**src/rtl/alu_filter_coef_loader_if.sv**
```systemverilog
// Coefficient write/commit bus between the control block and the loader.
// master = register block, slave = alu_filter_coef_loader.
interface alu_filter_coef_loader_if #(
  parameter int COEF_W = 18
);
  logic                     coef_wr_en;
  logic [2:0]               coef_wr_addr;
  logic signed [COEF_W-1:0] coef_wr_data;
  logic                     coef_commit;
  logic                     coef_wr_err;
  logic                     commit_pending;
  logic                     commit_done;

  modport master (
    output coef_wr_en, coef_wr_addr, coef_wr_data, coef_commit,
    input  coef_wr_err, commit_pending, commit_done
  );

  modport slave (
    input  coef_wr_en, coef_wr_addr, coef_wr_data, coef_commit,
    output coef_wr_err, commit_pending, commit_done
  );
endinterface

```
**src/rtl/alu_filter_coef_loader.sv**
```systemverilog
// Shadow/active coefficient bank for alu_filter; commits only between samples.
// Optional readback port enabled by ALU_FILTER_COEF_READBACK_EN.
module alu_filter_coef_loader #(
  parameter int NUM_COEFS = 5,
  parameter int COEF_W    = 18
) (
  input  logic                        clk,
  input  logic                        reset_n,
  alu_filter_coef_loader_if.slave     bus,
  input  logic                        filter_sample_in_rdy,
  input  logic                        filter_sample_out_rdy,
`ifdef ALU_FILTER_COEF_READBACK_EN
  input  logic [2:0]                  coef_rd_addr,
  input  logic                        coef_rd_sel,
  output logic [COEF_W-1:0]           coef_rd_data,
`endif
  output logic [NUM_COEFS*COEF_W-1:0] coefs_flat
);

  typedef enum logic [1:0] {
    ST_IDLE,
    ST_PENDING,
    ST_DONE
  } state_e;

  localparam logic [3:0] NUM_L = 4'(NUM_COEFS);

  state_e                      st_q;
  logic [NUM_COEFS*COEF_W-1:0] sh_q;
  logic [NUM_COEFS*COEF_W-1:0] act_q;
  logic                        busy_q;
  logic                        err_q;
  logic                        pend_q;
  logic                        done_q;

  logic addr_ok;
  logic wr_ok;
  logic filter_idle;

  assign addr_ok     = {1'b0, bus.coef_wr_addr} < NUM_L;
  assign wr_ok       = bus.coef_wr_en && addr_ok && (st_q == ST_IDLE);
  // A strobe in this very cycle means a sample is starting now.
  assign filter_idle = !busy_q && !filter_sample_in_rdy;

  always_ff @(posedge clk or negedge reset_n) begin
    if (!reset_n) begin
      st_q   <= ST_IDLE;
      sh_q   <= '0;
      act_q  <= '0;
      busy_q <= 1'b0;
      err_q  <= 1'b0;
      pend_q <= 1'b0;
      done_q <= 1'b0;
    end else begin
      if (filter_sample_in_rdy)
        busy_q <= 1'b1;
      else if (filter_sample_out_rdy)
        busy_q <= 1'b0;
      err_q  <= bus.coef_wr_en && !wr_ok;
      done_q <= 1'b0;
      if (wr_ok) begin
        for (int i = 0; i < NUM_COEFS; i++)
          if (bus.coef_wr_addr == 3'(i))
            sh_q[i*COEF_W +: COEF_W] <= bus.coef_wr_data;
      end
      unique case (st_q)
        ST_IDLE: begin
          if (bus.coef_commit) begin
            st_q   <= ST_PENDING;
            pend_q <= 1'b1;
          end
        end
        ST_PENDING: begin
          if (filter_idle) begin
            act_q  <= sh_q;
            st_q   <= ST_DONE;
            pend_q <= 1'b0;
            done_q <= 1'b1;
          end
        end
        ST_DONE: begin
          st_q <= ST_IDLE;
        end
        default: begin
          st_q   <= ST_IDLE;
          pend_q <= 1'b0;
        end
      endcase
    end
  end

  assign coefs_flat         = act_q;
  assign bus.coef_wr_err    = err_q;
  assign bus.commit_pending = pend_q;
  assign bus.commit_done    = done_q;

`ifdef ALU_FILTER_COEF_READBACK_EN
  logic [COEF_W-1:0] rd_q;

  always_ff @(posedge clk or negedge reset_n) begin
    if (!reset_n) begin
      rd_q <= '0;
    end else begin
      rd_q <= '0;
      for (int i = 0; i < NUM_COEFS; i++)
        if (coef_rd_addr == 3'(i))
          rd_q <= coef_rd_sel ? act_q[i*COEF_W +: COEF_W]
                              : sh_q[i*COEF_W +: COEF_W];
    end
  end

  assign coef_rd_data = rd_q;
`endif

endmodule

```
**src/flat_wrapper.sv**
```systemverilog
// flat-port wrapper written by rule: the top's interface ports become plain ports
module alu_filter_coef_loader_flat 
#(
  parameter int NUM_COEFS = 5,
  parameter int COEF_W    = 18
)
  (clk, reset_n, filter_sample_in_rdy, filter_sample_out_rdy, coefs_flat, bus_coef_wr_en, bus_coef_wr_addr, bus_coef_wr_data, bus_coef_commit, bus_coef_wr_err, bus_commit_pending, bus_commit_done);
  alu_filter_coef_loader_if #(.COEF_W(COEF_W)) bus_i ();
  input  logic clk;
  input  logic reset_n;
  input  logic filter_sample_in_rdy;
  input  logic filter_sample_out_rdy;
  output logic [NUM_COEFS*COEF_W-1:0] coefs_flat;
  input wire logic [$bits(bus_i.coef_wr_en)-1:0] bus_coef_wr_en;
  input wire logic [$bits(bus_i.coef_wr_addr)-1:0] bus_coef_wr_addr;
  input wire logic [$bits(bus_i.coef_wr_data)-1:0] bus_coef_wr_data;
  input wire logic [$bits(bus_i.coef_commit)-1:0] bus_coef_commit;
  output wire logic [$bits(bus_i.coef_wr_err)-1:0] bus_coef_wr_err;
  output wire logic [$bits(bus_i.commit_pending)-1:0] bus_commit_pending;
  output wire logic [$bits(bus_i.commit_done)-1:0] bus_commit_done;
  assign bus_i.coef_wr_en = bus_coef_wr_en;
  assign bus_i.coef_wr_addr = bus_coef_wr_addr;
  assign bus_i.coef_wr_data = bus_coef_wr_data;
  assign bus_i.coef_commit = bus_coef_commit;
  assign bus_coef_wr_err = bus_i.coef_wr_err;
  assign bus_commit_pending = bus_i.commit_pending;
  assign bus_commit_done = bus_i.commit_done;
  alu_filter_coef_loader #(.NUM_COEFS(NUM_COEFS), .COEF_W(COEF_W)) u_core (.clk(clk), .reset_n(reset_n), .bus(bus_i), .filter_sample_in_rdy(filter_sample_in_rdy), .filter_sample_out_rdy(filter_sample_out_rdy), .coefs_flat(coefs_flat));
endmodule
```
**config.mk**
```make
export PLATFORM = sky130hd
export DESIGN_NAME = alu_filter_coef_loader_flat
export DESIGN_NICKNAME = d
export VERILOG_FILES = /design/src/rtl/alu_filter_coef_loader_if.sv /design/src/rtl/alu_filter_coef_loader.sv /design/src/flat_wrapper.sv
export SDC_FILE = /design/constraint.sdc
export NUM_CORES = 1
export LEC_CHECK = 0
export CAP_MARGIN = 20
export CORE_MARGIN = 2
export CORE_UTILIZATION = 39
export CTS_BUF_LIST = sky130_fd_sc_hd__clkbuf_8
export DETAILED_ROUTE_END_ITERATION = 6
export PLACE_DENSITY = 0.7
export SLEW_MARGIN = 40
export SYNTH_ARGS = -nofsm -noshare
export SYNTH_HDL_FRONTEND = slang
export SYNTH_SLANG_ARGS = --single-unit
```
**constraint.sdc**
```tcl
create_clock -name clk -period 1.65 [get_ports clk]
set_input_delay 0.495 -clock clk [delete_from_list [all_inputs] [get_ports clk]]
set_output_delay 0.495 -clock clk [all_outputs]
set_load 0.05 [all_outputs]
```
==> results of run 1 <==
[cell usage in the layout, fill, tap and decap left out, types with 2 or more instances in the layout]
cell                              Yosys  layout
sky130_fd_sc_hd__nor2_1               4       3
sky130_fd_sc_hd__nand3b_4             0       2
sky130_fd_sc_hd__clkinv_2             0       2
sky130_fd_sc_hd__buf_4                2      12
sky130_fd_sc_hd__buf_6                2       2
sky130_fd_sc_hd__buf_12               0     101
sky130_fd_sc_hd__clkinvlp_4           0       2
sky130_fd_sc_hd__clkdlybuf4s50_1      0      23
sky130_fd_sc_hd__mux2_2             180     175
sky130_fd_sc_hd__and3_4               0       2
sky130_fd_sc_hd__clkbuf_8             0      18
sky130_fd_sc_hd__inv_6                0       6
sky130_fd_sc_hd__clkbuf_16            0       2
sky130_fd_sc_hd__bufinv_16            0       2
sky130_fd_sc_hd__inv_1                3       3
sky130_fd_sc_hd__dlymetal6s2s_1       0       2
sky130_fd_sc_hd__dfrtp_1            186     185
sky130_fd_sc_hd__mux2_4               0       5
[path summary, 6_finish.rpt]
kind | to | slack, ns | cells after the start
setup reg to reg | u_core.sh_q[47]$_DFFE_PN0P_ | 0.01 | 5
min in group asynchronous | u_core.coefs_flat[9]$_DFFE_PN0P_ | 0.48 | 2
max in group asynchronous | u_core.coefs_flat[69]$_DFFE_PN0P_ | 0.55 | 3
hold / removal | u_core.bus.coef_wr_err$_DFF_PN0_ | 0.35 | 2
hold reg to reg | u_core.coefs_flat[33]$_DFFE_PN0P_ | 0.50 | 1
setup / recovery | u_core.sh_q[47]$_DFFE_PN0P_ | 0.01 | 5
[layout make-up]
type / instances / area [um^2] / area share, %
clock inverters: 14 / 158 / 1.57
multi-input cells: 198 / 2210 / 22.0
repair buffers: 144 / 2480 / 24.7
flip-flops and latches: 186 / 4660 / 46.4
inverters: 3 / 11.3 / 0.112
clock buffers: 18 / 248 / 2.47
well taps: 225 / 282 / 2.80
[cell families after synthesis]
| family | after synthesis |
|---|---|
| simple gates | 12 |
| compound gates | 6 |
| mux | 180 |
| flops | 186 |
| buf+inv | 19 |
[routing by layer]
| metal | GRT usage (%) | vias to the layer above |
|---|---|---|
| met3 | 4.75 | 10 |
| met2 | 26.8 | 96 |
| met5 | 0 | - |
| li1 | - | 1739 |
| met1 | 21.4 | 2045 |
| met4 | 5.15 | 0 |
[through the flow]
step / area [um^2] / hold WS, ns / utilization, % / cells / power, W
finish: 10000 / 0.352 / 57.9 / 788 / 0.0207
global route: 10000 / 0.347 / 57.9 / 788 / 0.0216
CTS: 9960 / 0.453 / 57.4 / 786 / 0.0210
detailed placement: 9540 / 0.399 / 55.0 / 753 / 0.0179
global placement: 9540 / 0.397 / 55.0 / 753 / 0.0176
floorplan: 6980 / 0.199 / - / 403 / 0.0123
[flip-flops by register name, summed over array words and instances, names as in the netlist]
name	count
u_core.bus.coef_wr_err	1
u_core.bus.commit_done	1
u_core.bus.commit_pending	1
u_core.busy_q	1
u_core.coefs_flat	90
u_core.sh_q	90
u_core.st_q	2
[timing repair]
item	4_1_cts	5_1_grt
endpoints found under the setup margin	0	45
setup buffers	0	0
endpoints found under the hold margin	22	0
gates resized for setup	0	7
hold buffers	1	0
[synth_stat cells]
cell type / count
sky130_fd_sc_hd__a21oi_1: 1
sky130_fd_sc_hd__nor2_1: 4
sky130_fd_sc_hd__nand2_2: 1
sky130_fd_sc_hd__dfrtp_1: 186
sky130_fd_sc_hd__mux2_2: 180
sky130_fd_sc_hd__nor4b_4: 1
sky130_fd_sc_hd__nand3b_2: 2
sky130_fd_sc_hd__a211oi_1: 1
sky130_fd_sc_hd__and3_2: 3
sky130_fd_sc_hd__a21boi_0: 1
sky130_fd_sc_hd__o32ai_1: 1
sky130_fd_sc_hd__nand4_1: 1
sky130_fd_sc_hd__buf_6: 2
sky130_fd_sc_hd__a21o_1: 1
sky130_fd_sc_hd__buf_2: 11
sky130_fd_sc_hd__buf_4: 2
sky130_fd_sc_hd__inv_1: 3
sky130_fd_sc_hd__o21ai_0: 1
sky130_fd_sc_hd__clkbuf_1: 1
[power breakdown]
group	total, W	internal [W]	leakage, nW	switching, W
combinational	0.00981	0.00515	2.06	0.00466
clock	0.00308	0.00142	0.203	0.00165
sequential	0.00786	0.00629	2.35	0.00156
[worst max-delay path, stage by stage, from the launching register on]
cell and delay (ns):
sky130_fd_sc_hd__dfrtp_2 0.43, sky130_fd_sc_hd__nor4b_4 0.30, sky130_fd_sc_hd__buf_4 0.19, sky130_fd_sc_hd__nand3b_4 0.12, sky130_fd_sc_hd__clkbuf_16 0.20, sky130_fd_sc_hd__mux2_2 0.27
==> impl_metrics.prom, run 1 <==
# TYPE chip_impl_metric gauge
chip_impl_info{name="run_status",value="finished clean"} 1
chip_impl_metric{name="detailroute.via_count",unit=""} 3890
chip_impl_metric{name="cts.sink_count",unit=""} 186
chip_impl_metric{name="fill_cells",unit=""} 1296
chip_impl_metric{name="placeableCoreArea",unit="mm^2"} 0.0174
chip_impl_metric{name="maxSlewViolCount",unit=""} 0
chip_impl_metric{name="number_of_antenna_violations_at_the_first_check_in_global_routing",unit=""} 0
chip_impl_metric{name="synth_compound_area_share",unit="%"} 0.596
chip_impl_info{name="type_of_element_launching_the_critical_path",value="register"} 1
chip_impl_metric{name="route.detailed.wl_per_inst",unit="um"} 18.5
chip_impl_metric{name="postSynthNetCount",unit=""} 430
chip_impl_metric{name="area.growth.synth_to_final",unit="%"} 45.0
chip_impl_metric{name="synth_simple_gate_area_share",unit="%"} 1.39
chip_impl_metric{name="grt_first_pass_wirelength",unit="um"} 23300
chip_impl_metric{name="finalWeightedCongestion",unit=""} 0.745
chip_impl_metric{name="antenna_left",unit=""} 0
chip_impl_info{name="r2r-start",value="u_core.st_q[0]$_DFFE_PN0P_"} 1
chip_impl_metric{name="place_worst_setup_slack",unit="ns"} -0.480
chip_impl_info{name="crit_type",value="register to register"} 1
chip_impl_metric{name="timing.critical_path.arrival",unit="ns"} 1.98
chip_impl_metric{name="leakagePower",unit="nW"} 4.62
chip_impl_metric{name="synth-adder-area-share",unit="%"} 0
chip_impl_metric{name="first_pass_iters",unit=""} 4
chip_impl_info{name="synth_top_family_by_area",value="multiplexers"} 1
chip_impl_metric{name="num_rows",unit=""} 48
chip_impl_metric{name="worst_slew_pin_slew",unit="ns"} 0.319
chip_impl_metric{name="floorplan.die_area",unit="mm^2"} 0.0188
chip_impl_info{name="top_layer",value="met4"} 1
chip_impl_metric{name="crit_path_max_fanout",unit=""} 9
chip_impl_info{name="worstSetupStartpoint",value="u_core.st_q[0]$_DFFE_PN0P_"} 1
chip_impl_metric{name="cts-root-to-sink-buffers",unit=""} 2
chip_impl_info{name="unrepaired_setup_endpoints_after_global_routing",value="true"} 1
chip_impl_metric{name="setup_viol",unit=""} 0
chip_impl_metric{name="met1_length",unit="um"} 6310
chip_impl_metric{name="irDropWorstVdd",unit="uV"} 1210
chip_impl_metric{name="synth_xor_area_share",unit="%"} 0
chip_impl_metric{name="cts_htree_levels",unit=""} 4
chip_impl_metric{name="avgSynthCellArea",unit="um^2"} 17.2
chip_impl_metric{name="drt_wl_total",unit="um"} 14600
chip_impl_info{name="clockRootBuffer",value="sky130_fd_sc_hd__clkbuf_8"} 1
chip_impl_metric{name="timing.max_cap.violations",unit=""} 0
chip_impl_metric{name="synth_top_area_share",unit="%"} 67.2
chip_impl_metric{name="starting_density",unit="%"} 39.9
chip_impl_metric{name="slew-limit-headroom",unit="%"} 78.7
chip_impl_metric{name="die_height",unit="um"} 137
chip_impl_metric{name="clk-insertion-delay-late",unit="ns"} 0.46
chip_impl_info{name="cts_tree",value="built"} 1
chip_impl_metric{name="wl_met2",unit="um"} 7430
chip_impl_info{name="synth.top_cells.by_area",value="sky130_fd_sc_hd__dfrtp_1 (67%), sky130_fd_sc_hd__mux2_2 (29%), sky130_fd_sc_hd__buf_2 (0.79%), sky130_fd_sc_hd__nor4b_4 (0.34%), sky130_fd_sc_hd__and3_2 (0.33%)"} 1
chip_impl_metric{name="grtUsageTotal",unit="%"} 16.5
chip_impl_metric{name="synth_cell_types",unit=""} 19
chip_impl_metric{name="grt_start_max_net_pins",unit=""} 64
chip_impl_metric{name="power_density",unit="mW/mm^2"} 2070
chip_impl_metric{name="synth_warnings",unit=""} 0
chip_impl_metric{name="overflow",unit=""} 0
chip_impl_metric{name="io_buffer_count",unit=""} 119
chip_impl_metric{name="setup_slack",unit="ns"} 0.0139
chip_impl_metric{name="period_share",unit="%"} 99.2
chip_impl_metric{name="achievable-frequency",unit="MHz"} 611
chip_impl_metric{name="n_antenna_cell",unit=""} 0
chip_impl_metric{name="critPathRequiredTime",unit="ns"} 2.00
chip_impl_metric{name="timing.setup.tns",unit="ns"} 0
chip_impl_metric{name="number_of_instances_in_the_synthesized_netlist",unit=""} 403
chip_impl_metric{name="finalCriticalPeriod",unit="ns"} 1.64
chip_impl_metric{name="clk_pin_slew",unit="ns"} 0.09
chip_impl_metric{name="layout-drive-gt1-share",unit="%"} 60.2
chip_impl_metric{name="post-dp-hpwl",unit="um"} 9980
chip_impl_metric{name="setup_skew",unit="ns"} 0.0114
chip_impl_metric{name="die-width",unit="um"} 137
chip_impl_metric{name="finish.net_count",unit=""} 577
chip_impl_metric{name="final-hold-violation-count",unit=""} 0
chip_impl_metric{name="grt_pass1_vias",unit=""} 4195
chip_impl_metric{name="drc",unit=""} 0
chip_impl_metric{name="sequential_area_share_after_synthesis",unit="%"} 67.2
chip_impl_metric{name="route.detailed.vias_per_inst",unit=""} 4.94
chip_impl_info{name="timing.hold.worst.class",value="primary input to register"} 1
chip_impl_info{name="yosysTopAreaCell",value="sky130_fd_sc_hd__dfrtp_1"} 1
chip_impl_metric{name="cts_made_buffers",unit=""} 17
chip_impl_metric{name="drt-initial-drc-count",unit=""} 230
chip_impl_metric{name="route.met3.wl",unit="um"} 724
chip_impl_metric{name="netlist_area",unit="mm^2"} 0.00693
chip_impl_metric{name="floorplan.io_pins",unit=""} 120
chip_impl_info{name="kind_of_end_point_of_the_critical_path",value="register"} 1
chip_impl_metric{name="synth.mux.area_fraction",unit="%"} 29.3
chip_impl_info{name="hold_path.startpoint",value="bus_coef_wr_en"} 1
chip_impl_metric{name="yosys_register_bits",unit=""} 186
(Power assumes the default switching activity.)
==> inputs of run 2 (changes only) <==
- ABC_CLOCK_PERIOD_IN_PS: unset -> 1650
- SLEW_MARGIN: 40 -> 15
==> results of run 2 <==
No change in the layout: final DEF, timing and power equal those of run 1.
==> inputs of run 3 (changes only) <==
- CTS_BUF_LIST: sky130_fd_sc_hd__clkbuf_8 -> sky130_fd_sc_hd__clkbuf_4 sky130_fd_sc_hd__clkbuf_8 sky130_fd_sc_hd__clkbuf_16
- TNS_END_PERCENT: unset -> 5
==> run 3 against run 2 <==
Count of clock-buffer cells in the layout is 3 higher. Non-clock buffer count is 6 higher. Sequential share of layout area is 0.71 points lower. Sequential power hardly changed. Critical endpoint is now u_core.coefs_flat[60]$_DFFE_PN0P_. Core utilization is 0.90 points higher. Final area is 1.6% higher.
==> impl_metrics.prom, run 3 (synthesis results as in run 1) <==
# TYPE chip_impl_metric gauge
chip_impl_info{name="run_status",value="finished clean"} 1
chip_impl_metric{name="ff2ff_setup_slack",unit="ns"} 0.02
chip_impl_metric{name="clk-insertion-delay-late",unit="ns"} 0.42
chip_impl_info{name="timing.critical_path.cells",value="buf_6, inv_2, and3_4, bufbuf_16, mux2_2"} 1
chip_impl_metric{name="timing.max_cap.violations",unit=""} 0
chip_impl_metric{name="cts-root-to-sink-buffers",unit=""} 2
chip_impl_metric{name="fill_cells",unit=""} 1290
chip_impl_metric{name="route.detailed.vias_per_inst",unit=""} 4.86
chip_impl_info{name="slowest_stage",value="sky130_fd_sc_hd__dfrtp_1"} 1
chip_impl_metric{name="leakagePower",unit="nW"} 4.67
chip_impl_metric{name="critical_path_cell_count",unit=""} 5
chip_impl_metric{name="critPathRequiredTime",unit="ns"} 1.95
chip_impl_info{name="timing.hold.worst.class",value="primary input to async pin"} 1
chip_impl_info{name="clockRootBuffer",value="sky130_fd_sc_hd__clkbuf_16"} 1
chip_impl_metric{name="grt_first_pass_wirelength",unit="um"} 23800
chip_impl_info{name="commonest_cells_after_routing_fill_and_taps_aside",value="sky130_fd_sc_hd__dfrtp_1 (185), sky130_fd_sc_hd__mux2_2 (173), sky130_fd_sc_hd__buf_12 (103)"} 1
chip_impl_metric{name="first_pass_iters",unit=""} 4
chip_impl_metric{name="cts_made_buffers",unit=""} 17
chip_impl_metric{name="critical_path_buf_inv_count",unit=""} 3
chip_impl_metric{name="cts_htree_levels",unit=""} 4
chip_impl_metric{name="die-width",unit="um"} 137
chip_impl_metric{name="worst_slew_pin_slew",unit="ns"} 0.423
chip_impl_metric{name="placeableCoreArea",unit="mm^2"} 0.0174
chip_impl_metric{name="achievable-frequency",unit="MHz"} 615
chip_impl_metric{name="num_rows",unit=""} 48
chip_impl_metric{name="timing.setup.tns",unit="ns"} 0
chip_impl_info{name="cts_tree",value="built"} 1
chip_impl_metric{name="maxSlewViolCount",unit=""} 0
chip_impl_metric{name="layout-drive-gt1-share",unit="%"} 60.9
chip_impl_info{name="kind_of_end_point_of_the_critical_path",value="register"} 1
chip_impl_metric{name="drt_wl_total",unit="um"} 14500
chip_impl_info{name="r2r-start",value="u_core.st_q[1]$_DFFE_PN0P_"} 1
chip_impl_metric{name="post-dp-hpwl",unit="um"} 10200
chip_impl_metric{name="finish.net_count",unit=""} 583
chip_impl_metric{name="clk_pin_slew",unit="ns"} 0.06
chip_impl_metric{name="detailroute.via_count",unit=""} 3852
chip_impl_metric{name="grt_start_max_net_pins",unit=""} 49
chip_impl_metric{name="n_antenna_cell",unit=""} 0
chip_impl_metric{name="number_of_antenna_violations_at_the_first_check_in_global_routing",unit=""} 0
chip_impl_metric{name="setup_skew",unit="ns"} 0.00431
chip_impl_metric{name="area.growth.synth_to_final",unit="%"} 47.2
chip_impl_metric{name="irDropWorstVdd",unit="uV"} 1210
chip_impl_metric{name="layout.core_utilization",unit="%"} 58.8
chip_impl_info{name="crit-reg2reg-capture",value="u_core.coefs_flat[60]$_DFFE_PN0P_"} 1
chip_impl_metric{name="drt-initial-drc-count",unit=""} 133
chip_impl_metric{name="final-hold-violation-count",unit=""} 0
chip_impl_info{name="type_of_element_launching_the_critical_path",value="register"} 1
chip_impl_info{name="commonest_non_fill_non_tap_cell_in_the_layout",value="sky130_fd_sc_hd__dfrtp_1"} 1
chip_impl_metric{name="drc",unit=""} 0
chip_impl_metric{name="crit_path_max_fanout",unit=""} 18
chip_impl_metric{name="period_share",unit="%"} 98.6
chip_impl_metric{name="cts.sink_count",unit=""} 186
chip_impl_metric{name="overflow",unit=""} 0
chip_impl_metric{name="setup_viol",unit=""} 0
chip_impl_metric{name="floorplan.die_area",unit="mm^2"} 0.0188
chip_impl_info{name="worstSetupStartpoint",value="u_core.st_q[1]$_DFFE_PN0P_"} 1
chip_impl_metric{name="slew-limit-headroom",unit="%"} 71.8
chip_impl_metric{name="timing.critical_path.slowest_cell_delay",unit="ns"} 0.42
chip_impl_metric{name="cts_hold_buffers",unit=""} 0
chip_impl_metric{name="power_density",unit="mW/mm^2"} 2100
chip_impl_metric{name="io_buffer_count",unit=""} 119
chip_impl_metric{name="antenna_left",unit=""} 0
chip_impl_info{name="worst_path_dominant_cell_family",value="buffers and inverters"} 1
chip_impl_metric{name="grtUsageTotal",unit="%"} 16.8
chip_impl_metric{name="starting_density",unit="%"} 39.9
chip_impl_metric{name="timing.critical_path.arrival",unit="ns"} 1.93
chip_impl_metric{name="finalCriticalPeriod",unit="ns"} 1.63
chip_impl_metric{name="finalWeightedCongestion",unit=""} 0.746
chip_impl_info{name="unrepaired_setup_endpoints_after_global_routing",value="true"} 1
chip_impl_info{name="crit_type",value="register to register"} 1
chip_impl_metric{name="reg2reg_depth",unit=""} 5
chip_impl_info{name="crit_path_end",value="u_core.coefs_flat[60]$_DFFE_PN0P_"} 1
chip_impl_metric{name="grt_pass1_vias",unit=""} 4248
chip_impl_metric{name="floorplan.io_pins",unit=""} 120
chip_impl_metric{name="route.detailed.wl_per_inst",unit="um"} 18.2
chip_impl_metric{name="die_height",unit="um"} 137
-- run 3: worst register-to-register path: stages, from the launching register on --
cell                        delay, ns
sky130_fd_sc_hd__dfrtp_1         0.42
sky130_fd_sc_hd__buf_6           0.14
sky130_fd_sc_hd__inv_2           0.05
sky130_fd_sc_hd__and3_4          0.23
sky130_fd_sc_hd__bufbuf_16       0.33
sky130_fd_sc_hd__mux2_2          0.35
-- run 3: timing repair --
action | in CTS | in global routing
setup buffers | 3 | 0
setup endpoints to repair | 134 | 94
endpoints found under the hold margin | 0 | 0
resized for setup | 5 | 5
cloned | 1 | 0
pin swaps | 2 | 2
-- run 3: how the worst min path moves through the flow --
stage	endpoint	start	cells after the start	slack [ns]
2_1_floorplan	u_core.bus.coef_wr_err$_DFF_PN0_	reset_n	0	0.20
3_3_place_gp	u_core.busy_q$_DFFE_PN0P_	u_core.busy_q$_DFFE_PN0P_	1	0.46
3_5_place_dp	u_core.busy_q$_DFFE_PN0P_	u_core.busy_q$_DFFE_PN0P_	1	0.47
4_1_cts	u_core.sh_q[79]$_DFFE_PN0P_	reset_n	1	0.03
5_1_grt	u_core.coefs_flat[30]$_DFFE_PN0P_	reset_n	1	0.03
6_report	u_core.sh_q[45]$_DFFE_PN0P_	reset_n	1	0.03
-- run 3: metrics by stage --
step | setup WS (ns) | cell area [um^2] | hold WS (ns) | std cells | total power [W]
after global placement | -0.467 | 9590 | 0.463 | 758 | 0.0176
after global routing | -0.0392 | 10200 | 0.0319 | 793 | 0.0223
after detailed placement | -0.547 | 9590 | 0.475 | 758 | 0.0179
after CTS | -0.0168 | 10200 | 0.0291 | 793 | 0.0216
after floorplan | -0.106 | 6950 | 0.199 | 403 | 0.0123
final | 0.0234 | 10200 | 0.0273 | 793 | 0.0214
-- run 3: final cells by class --
class                      count  area [um^2]  share of cell area (%)
tap                          225          282                    2.76
multi-input combinational    198         2200                    21.6
clock inverter                10         71.3                   0.699
sequential                   186         4660                    45.7
clock buffer                  21          462                    4.53
timing repair buffer         150         2520                    24.7
inverter                       3         11.3                   0.110
-- run 3: per-layer routing --
layer  vias up  GRT usage, %  wire (um)  share of wire, %
li1       1745             -          -                 -
met1      1996          22.0       6320                44
met2       100          27.3       7200                50
met3        11          4.82        778               5.4
met4         0          5.15        158               1.1
met5         -             0          0                 0
-- run 3: report_power, final --
part	total (W)	switching [W]	internal [W]
sequential	0.00786	0.00155	0.00631
combinational	0.00987	0.00468	0.00519
clock	0.00365	0.00164	0.00201
